<file path="src/rtl/fwd_hazard_unit.sv">
// Operand forwarding and load-use hazard unit for the EX stage.
// Tracks destination registers in the MEM, WB and (optional) retire slots,
// selects the youngest in-flight producer per source channel, and holds
// IF/ID for a configurable number of cycles on a load-use dependency.
module fwd_hazard_unit #(
  parameter int unsigned XLEN           = 32,
  parameter int unsigned AW             = 5,
  parameter int unsigned NUM_SRC        = 2,
  parameter int unsigned LOAD_STALLS    = 1,
  parameter int unsigned REGFILE_BYPASS = 1
) (
  input  logic                    clk,
  input  logic                    reset,
  input  logic                    flush,
  input  logic                    ex_valid,
  input  logic [AW-1:0]           ex_rd,
  input  logic                    ex_regwrite,
  input  logic                    ex_memtoreg,
  input  logic [NUM_SRC*AW-1:0]   ex_rs_addr,
  input  logic [NUM_SRC*XLEN-1:0] ex_rs_data,
  input  logic [NUM_SRC*AW-1:0]   id_rs_addr,
  input  logic [NUM_SRC-1:0]      id_rs_used,
  input  logic [XLEN-1:0]         mem_alu_res,
  input  logic [XLEN-1:0]         wb_alu_res,
  input  logic [XLEN-1:0]         wb_read_data,
  output logic [NUM_SRC*XLEN-1:0] ex_op_data,
  output logic [NUM_SRC*2-1:0]    fwd_sel,
  output logic                    stall,
  output logic                    bubble
);

  typedef enum logic [1:0] {
    SelRegfile = 2'b00,
    SelMem     = 2'b01,
    SelWb      = 2'b10,
    SelRet     = 2'b11
  } fwdSel_t;

  localparam logic [1:0] StallReload = 2'(LOAD_STALLS - 1);
  localparam logic       RetEnabled  = (REGFILE_BYPASS == 0);

  logic            memWe, memLd;
  logic [AW-1:0]   memRd;
  logic            wbWe, wbLd;
  logic [AW-1:0]   wbRd;
  logic            retWe;
  logic [AW-1:0]   retRd;
  logic [XLEN-1:0] retData;
  logic [1:0]      stallCnt;
  logic            idHit;
  logic            loadUse;
  logic [XLEN-1:0] wbData;

  // Value the WB instruction will write back.
  always_comb begin
    wbData = wbLd ? wb_read_data : wb_alu_res;
  end

  // Destination scoreboard; slots keep draining even while ID is stalled.
  always_ff @(posedge clk or posedge reset) begin
    if (reset) begin
      memWe   <= 1'b0;
      memRd   <= '0;
      memLd   <= 1'b0;
      wbWe    <= 1'b0;
      wbRd    <= '0;
      wbLd    <= 1'b0;
      retWe   <= 1'b0;
      retRd   <= '0;
      retData <= '0;
    end else begin
      memWe   <= ex_valid & ex_regwrite & ~stall & ~flush;
      memRd   <= ex_rd;
      memLd   <= ex_memtoreg;
      wbWe    <= memWe;
      wbRd    <= memRd;
      wbLd    <= memLd;
      retWe   <= RetEnabled & wbWe;
      retRd   <= wbRd;
      retData <= wbData;
    end
  end

  // Load-use detection and stall/bubble generation; flush overrides stall.
  always_comb begin
    idHit = 1'b0;
    for (int unsigned i = 0; i < NUM_SRC; i++) begin
      if (id_rs_used[i] && (id_rs_addr[i*AW +: AW] == ex_rd)) idHit = 1'b1;
    end
    loadUse = ex_valid & ex_regwrite & ex_memtoreg & (ex_rd != '0) & idHit;
    stall   = ~flush & (loadUse | (stallCnt != '0));
    bubble  = stall;
  end

  // Remaining stall cycles after the first one of a load-use hazard.
  always_ff @(posedge clk or posedge reset) begin
    if (reset) begin
      stallCnt <= '0;
    end else if (flush) begin
      stallCnt <= '0;
    end else if (stallCnt != '0) begin
      stallCnt <= stallCnt - 2'd1;
    end else if (stall) begin
      stallCnt <= StallReload;
    end
  end

  // Per-channel forwarding select, youngest producer first; a load in MEM
  // is skipped because its data is not available yet.
  always_comb begin
    fwd_sel    = '0;
    ex_op_data = ex_rs_data;
    for (int unsigned i = 0; i < NUM_SRC; i++) begin
      if (ex_rs_addr[i*AW +: AW] != '0) begin
        if (memWe && !memLd && (memRd == ex_rs_addr[i*AW +: AW])) begin
          fwd_sel[i*2 +: 2]       = SelMem;
          ex_op_data[i*XLEN +: XLEN] = mem_alu_res;
        end else if (wbWe && (wbRd == ex_rs_addr[i*AW +: AW])) begin
          fwd_sel[i*2 +: 2]       = SelWb;
          ex_op_data[i*XLEN +: XLEN] = wbData;
        end else if (retWe && (retRd == ex_rs_addr[i*AW +: AW])) begin
          fwd_sel[i*2 +: 2]       = SelRet;
          ex_op_data[i*XLEN +: XLEN] = retData;
        end
      end
    end
  end

endmodule

</file>
<file path="config.mk">
export PLATFORM = sky130hd
export DESIGN_NAME = fwd_hazard_unit
export DESIGN_NICKNAME = d
export VERILOG_FILES = /design/src/rtl/fwd_hazard_unit.sv
export SDC_FILE = /design/constraint.sdc
export NUM_CORES = 1
export LEC_CHECK = 0
export CORE_ASPECT_RATIO = 1.4
export CORE_MARGIN = 4
export CORE_UTILIZATION = 26
export CTS_CLUSTER_DIAMETER = 150
export DETAILED_ROUTE_END_ITERATION = 12
export PLACE_DENSITY = 0.87
export REMOVE_ABC_BUFFERS = 1
export SYNTH_ARGS = -nofsm -noshare
export SYNTH_HDL_FRONTEND = slang
export SYNTH_SLANG_ARGS = --single-unit
</file>
<file path="constraint.sdc">
create_clock -name clk -period 2.2 [get_ports clk]
set_input_delay 0.22 -clock clk [delete_from_list [all_inputs] [get_ports clk]]
set_output_delay 0.22 -clock clk [all_outputs]
set_load 0.01 [all_outputs]
</file>
==> reports/metrics.csv, run 1 <==
metric;value;unit
Remaining DRCs;0;
antenna-violating nets left;0;
Leakage;2.34;nW
startpoint types;primary input;
Top delay family on crit path;buffers and inverters;
first-pass GRT wire length;24.4;mm
hold_ws;0.381;ns
most frequent cells in the layout;185 x clkdlybuf4s50_1, 66 x nand3_1, 64 x o221a_1;
Most used DFF post-synth;dfrtp_1;
Critical Path AT;2.35;ns
worst path buffer plus inverter count;7;
routability congestion estimate;0.880;
first-pass iteration count of the detailed router;7;
Pwr Density;261;nW/µm²
Max Cap Viol;0;
# rows;41;
EDFF count, synth;0;
Crit-path slowest cell;clkdlybuf4s50_1;
Sw Ratio;27.8;%
Total Die Area;11000;µm²
Layout Utilization;63.3;%
grt ovf;0;
Logic pwr share;52.1;%
Peak VDD IR;0.000307;V
clk root buf;clkbuf_16;
CTS buffer count;3;
antenna violations before repair;1;
RSZ-0062 raised after global routing;true;
drt total wl;17.1;mm
DIE WIDTH;90.0;µm
Period minus WS final;2.57;ns
Mapped Area;2440;µm²
detail-routed via count per cell;5.83;
setup ws final;-0.367;ns
NetSw;0.416;mW
CP max FO;5;
Synth top area share;29.5;%
yosys warns;0;
Synth area leader;o221a_1;
die height;123;µm
cell chain of the critical path;clkdlybuf4s50_1 -> buf_4 -> xor2_1 -> nor2_1 -> nand3_1 -> inv_2 -> or2_4 -> buf_12 -> buf_12 -> buf_16 -> o221a_1 -> buf_2;
Gate Count Post-Synth;279;
Layout area overhead;135;%
H-tree Lvls;1;
FMAX;0.390;GHz
clock power share;26.5;%
Synth area leaders;o221a_1 29%, dfrtp_1 16%, nand3_1 14%;
most common cell after layout, fill and taps aside;clkdlybuf4s50_1;
NumNets Final;773;
Port-buffer cells;262;
FFs w/ async S/R, synth;100;%
total global-route track usage;28.8;%
initial DRC count;217;
antenna cells;0;
final setup fails;64;
final-report hold violation count;0;
Slew @ Worst Pin;0.650;ns
WL per Instance;24.9;µm
DR vias;4001;
Synth cell types;32;
DP Wirelength;11.3;mm
DP Cell Count;646;
CP Capture Type;primary output;
pin count of the biggest net entering global routing;34;
relative slew slack;56.6;%
vias in the first global route;4366;
Final Skew;0.00662;ns
Flop pwr share;21.5;%
crit path kind;primary input to primary output;
sequential cell area fraction in the yosys report;16.4;%
Avg Synthesized Cell Area;8.76;µm²
max-slew violations;0;
I/O pins;263;
share of cells above drive strength 1;27.3;%
post-synthesis register bit count;16;
type of the most critical hold path;flop to flop;
failing checks;setup timing;
core area;9080;µm²
clock buffer depth;2;
crit share post-route;117;%
starting density of the core;26.9;%
Layout Cells excl Fill;686;
Clock Sinks;16;
worst skew pair latency;0.25;ns
dpl ws;-0.800;ns
status;complete, but fails checks;
CTS tree;done;
crit-path max cell delay;0.50;ns
Required @ worst endpoint;1.98;ns
most frequent CP cell;buf_12;
P_int;1.08;mW
Clock transition at path regs;0.05;ns
==> stage by stage <==
stage / total power [mW] / area [µm²] / setup TNS (ns)
finish: 1.50 / 5750 / -15.31
global placement: 1.11 / 5270 / -46.34
CTS: 1.49 / 5780 / -13.87
detailed placement: 1.13 / 5270 / -49.44
floorplan: 0.549 / 2250 / -93.44
global route: 1.55 / 5750 / -20.22
==> what timing repair did <==
action / 4_1_cts / 5_1_grt
hold buffers: 0 / 0
setup buffers: 29 / 1
setup endpoints to repair: 70 / 68
resized for setup: 327 / 13
pin swaps: 39 / 24
gates cloned: 11 / 0
==> synthesized netlist by cell type (all sizes together) (4+ instances only) <==
library cell	instances
inv	4
nand3	66
dfrtp	16
buf	9
mux2i	32
o221a	64
nor2	6
nor4	4
clkbuf	21
xor2	16
nand2	6
xnor2	14
==> per-layer routing <==
layer  up-vias  GRT usage [%]  wire (µm)
met2       300           55.5       8880
met4         2           16.1        943
met1      1907           26.9       5450
li1       1727              -          -
met3        65           9.07       1750
met5         -              0         19
==> final timing paths <==
kind / start / to / slack (ns) / cells after the start
min reg2reg: memLd / wbLd / 0.38 / 0
max in group asynchronous: reset / memRd[1] / 1.34 / 2
min: memLd / wbLd / 0.38 / 0
min in group asynchronous: reset / memRd[4] / 0.40 / 2
max reg2reg: stallCnt[0] / memWe / 1.19 / 2
max: ex_rs_addr[3] / ex_op_data[9] / -0.37 / 12
==> state kept, by name, summed over array words and instances, names as in the netlist <==
register,cells
stallCnt,2
wbRd,5
wbWe,1
memRd,5
memWe,1
wbLd,1
memLd,1
==> power groups by stage <==
stage	Combinational, mW	Clock [mW]	Sequential (mW)
floorplan	0.217	0	0.332
global placement	0.786	0	0.324
detailed placement	0.803	0	0.325
CTS	0.768	0.402	0.320
global route	0.817	0.414	0.323
finish	0.780	0.397	0.322
==> final cells by class <==
cell class                 count  area, µm²
clock buffer                   4       88.8
timing repair buffer         329       3210
multi-input combinational    226       1900
fill                         752       3330
sequential                    16        403
inverter                       4       15.0
tap                          107        134
==> cell families (layout without fill, tap and decap cells) <==
logic type | count (synthesis) | after routing | synth area share [%]
multiplexers | 32 | 32 | 13.1
AND/OR/NAND/NOR | 97 | 97 | 20.9
buffers and inverters | 37 | 337 | 8.60
XOR/XNOR | 30 | 30 | 10.7
AO/OA/AOI/OAI | 67 | 67 | 30.2
flip-flops | 16 | 16 | 16.4
(Power assumes the default switching activity.)
==> inputs of run 2 (changes only) <==
--- a/config.mk
+++ b/config.mk
@@ -12,6 +12,7 @@
 export DETAILED_ROUTE_END_ITERATION = 12
 export PLACE_DENSITY = 0.87
 export REMOVE_ABC_BUFFERS = 1
+export SLEW_MARGIN = 20
 export SYNTH_ARGS = -nofsm -noshare
 export SYNTH_HDL_FRONTEND = slang
 export SYNTH_SLANG_ARGS = --single-unit
==> results of run 2 <==
The final DEF is identical to that of run 1; final timing and power are the same.
==> inputs of run 3 (changes only) <==
==> constraint.sdc (replaced) <==
create_clock -name clk -period 2.15 [get_ports clk]
set_input_delay 0.215 -clock clk [delete_from_list [all_inputs] [get_ports clk]]
set_output_delay 0.215 -clock clk [all_outputs]
set_load 0.01 [all_outputs]
==> run 3 against run 2 <==
The flow still finishes with violations (setup timing). Cell count shrank 0.73%. Routed wire length shrank 3.4%. Design area down 2.2%. Count of clock-buffer cells in the layout is the same. Die area unchanged. Power increased by 2.0%. Non-clock buffer count shrank 6. Setup slack better by 0.014 ns. Combinational power rose by 2%. Core utilization decreased by 1.4 points. Critical path depth shrank 3. Register-to-register slack improved by 0.05 ns. Critical path type is now flop to primary output.
==> reports/metrics.csv, run 3 (synthesis results as in run 1) <==
metric;value;unit;change
crit share post-route;116;%;
clock buffer depth;2;;unchanged
Largest regs;memRd (5), wbRd (5), stallCnt (2);;
Peak VDD IR;0.000367;V;+20%
Critical Path AT;2.29;ns;-0.06 ns
Max Cap Viol;0;;unchanged
worst skew pair latency;0.25;ns;about the same
Required @ worst endpoint;1.93;ns;-0.05 ns
starting density of the core;26.9;%;unchanged
vias in the first global route;4316;;-1.1%
Layout Utilization;61.9;%;-1.4 points
final-report hold violation count;0;;unchanged
NumNets Final;767;;-0.78%
crit-path max cell delay;0.41;ns;-0.09 ns
detail-routed via count per cell;5.76;;-1.3%
first-pass iteration count of the detailed router;6;;-1
total global-route track usage;26.5;%;-2.3 points
RSZ-0062 raised after global routing;true;;
Layout Cells excl Fill;681;;-0.73%
Clock Sinks;16;;unchanged
dpl ws;-0.836;ns;-0.0356 ns
hold_ws;0.350;ns;-0.0314 ns
routability congestion estimate;0.850;;-3.4%
Port-buffer cells;262;;unchanged
# rows;41;;unchanged
core area;9080;µm²;unchanged
most frequent CP cell;or2_4;;
DR vias;3922;;-2.0%
Layout area overhead;130;%;
Pwr Density;272;nW/µm²;+4.2%
setup ws final;-0.353;ns;+0.0140 ns
FMAX;0.400;GHz;
CTS buffer count;3;;unchanged
pin count of the biggest net entering global routing;34;;unchanged
die height;123;µm;unchanged
WL per Instance;24.2;µm;-2.7%
DP Wirelength;11.3;mm;-0.41%
Clock transition at path regs;0.05;ns;about the same
Final Skew;0.00324;ns;-0.00339 ns
worst path buffer plus inverter count;3;;-4
Total Die Area;11000;µm²;unchanged
first-pass GRT wire length;22.9;mm;-6.0%
startpoint types;flop;;
Leakage;2.27;nW;-3.3%
initial DRC count;173;;-20%
most common cell after layout, fill and taps aside;clkdlybuf4s50_1;;
Remaining DRCs;0;;unchanged
Period minus WS final;2.50;ns;
Slew @ Worst Pin;0.631;ns;-0.0196 ns
CP max FO;8;;+3
CP Capture Type;primary output;;
clk root buf;clkbuf_16;;
crit path kind;flop to primary output;;
grt ovf;0;;unchanged
H-tree Lvls;1;;unchanged
DIE WIDTH;90.0;µm;unchanged
relative slew slack;57.9;%;+1.3 points
Crit-path slowest cell;dfrtp_1;;
final setup fails;65;;+1.6%
failing checks;setup timing;;
status;complete, but fails checks;;
share of cells above drive strength 1;26.5;%;-0.76 points
antenna violations before repair;2;;+1
drt total wl;16.5;mm;-3.4%
DP Cell Count;648;;+0.31%
Top delay family on crit path;simple AND/OR/NAND/NOR gates;;
cell chain of the critical path;xor2_1 -> nor4_2 -> nand2_2 -> or2_4 -> inv_2 -> or2_4 -> buf_8 -> o221a_1 -> buf_2;;
I/O pins;263;;unchanged
cts hold-fix bufs;0;;unchanged
CTS tree;done;;
most frequent cells in the layout;181 x clkdlybuf4s50_1, 65 x nand3_1, 64 x o221a_1;;
max-slew violations;0;;unchanged
antenna-violating nets left;0;;unchanged
type of the most critical hold path;primary input to flop;;
## run 3: metrics by stage
stage          cell area [µm²]  setup TNS (ns)  power, mW
2_1_floorplan             2250          -96.37      0.561
3_3_place_gp              5290          -48.65       1.14
3_5_place_dp              5290          -51.14       1.16
4_1_cts                   5550          -16.15       1.51
5_1_grt                   5620          -21.76       1.60
6_report                  5620          -16.67       1.53
## run 3: worst paths after layout
kind                                  start             end  slack [ns]  cells past startpoint
max in group asynchronous             reset            wbLd        1.32                      2
min in group asynchronous             reset        memRd[4]        0.39                      2
worst min-delay path               ex_rd[3]        memRd[3]        0.35                      1
worst max register to register  stallCnt[0]           memWe        1.24                      2
worst min register to register        memWe            wbWe        0.38                      0
worst max-delay path               memRd[4]  ex_op_data[51]       -0.35                      9
## run 3: worst register-to-register path, stage by stage (launching register included)
cell and delay, ns:
dfrtp_1 0.40, a211oi_2 0.24, and4b_1 0.21
## run 3: final cells by class
cell class,count,area (µm²)
Timing Repair Buffer,323,3050
Multi-Input combinational cell,226,1930
Tap cell,107,134
Inverter,4,15.0
Fill cell,777,3460
Antenna cell,1,2.50
Clock buffer,4,88.8
Sequential cell,16,402
## run 3: repair_timing
| item | 4_1_cts | 5_1_grt |
|---|---|---|
| buffers inserted | 20 | 7 |
| cloned | 7 | 3 |
| pin swaps | 38 | 42 |
| setup endpoints to repair | 70 | 69 |
| resized for setup | 314 | 21 |
| hold endpoints to repair | 0 | 0 |
## run 3: per-layer routing
metal  share of wire [%]  track usage, %  wire, µm  vias up
met3                 9.2            8.34      1510       66
met1                  33            24.5      5500     1861
met2                  52            51.6      8540      275
li1                    -               -         -     1718
met4                 5.5            14.0       901        2
met5               0.073               0        12        -
## run 3: power by group
group | internal, mW | switching (mW)
Sequential | 0.315 | 0.0138
Combinational | 0.509 | 0.288
Clock | 0.283 | 0.119
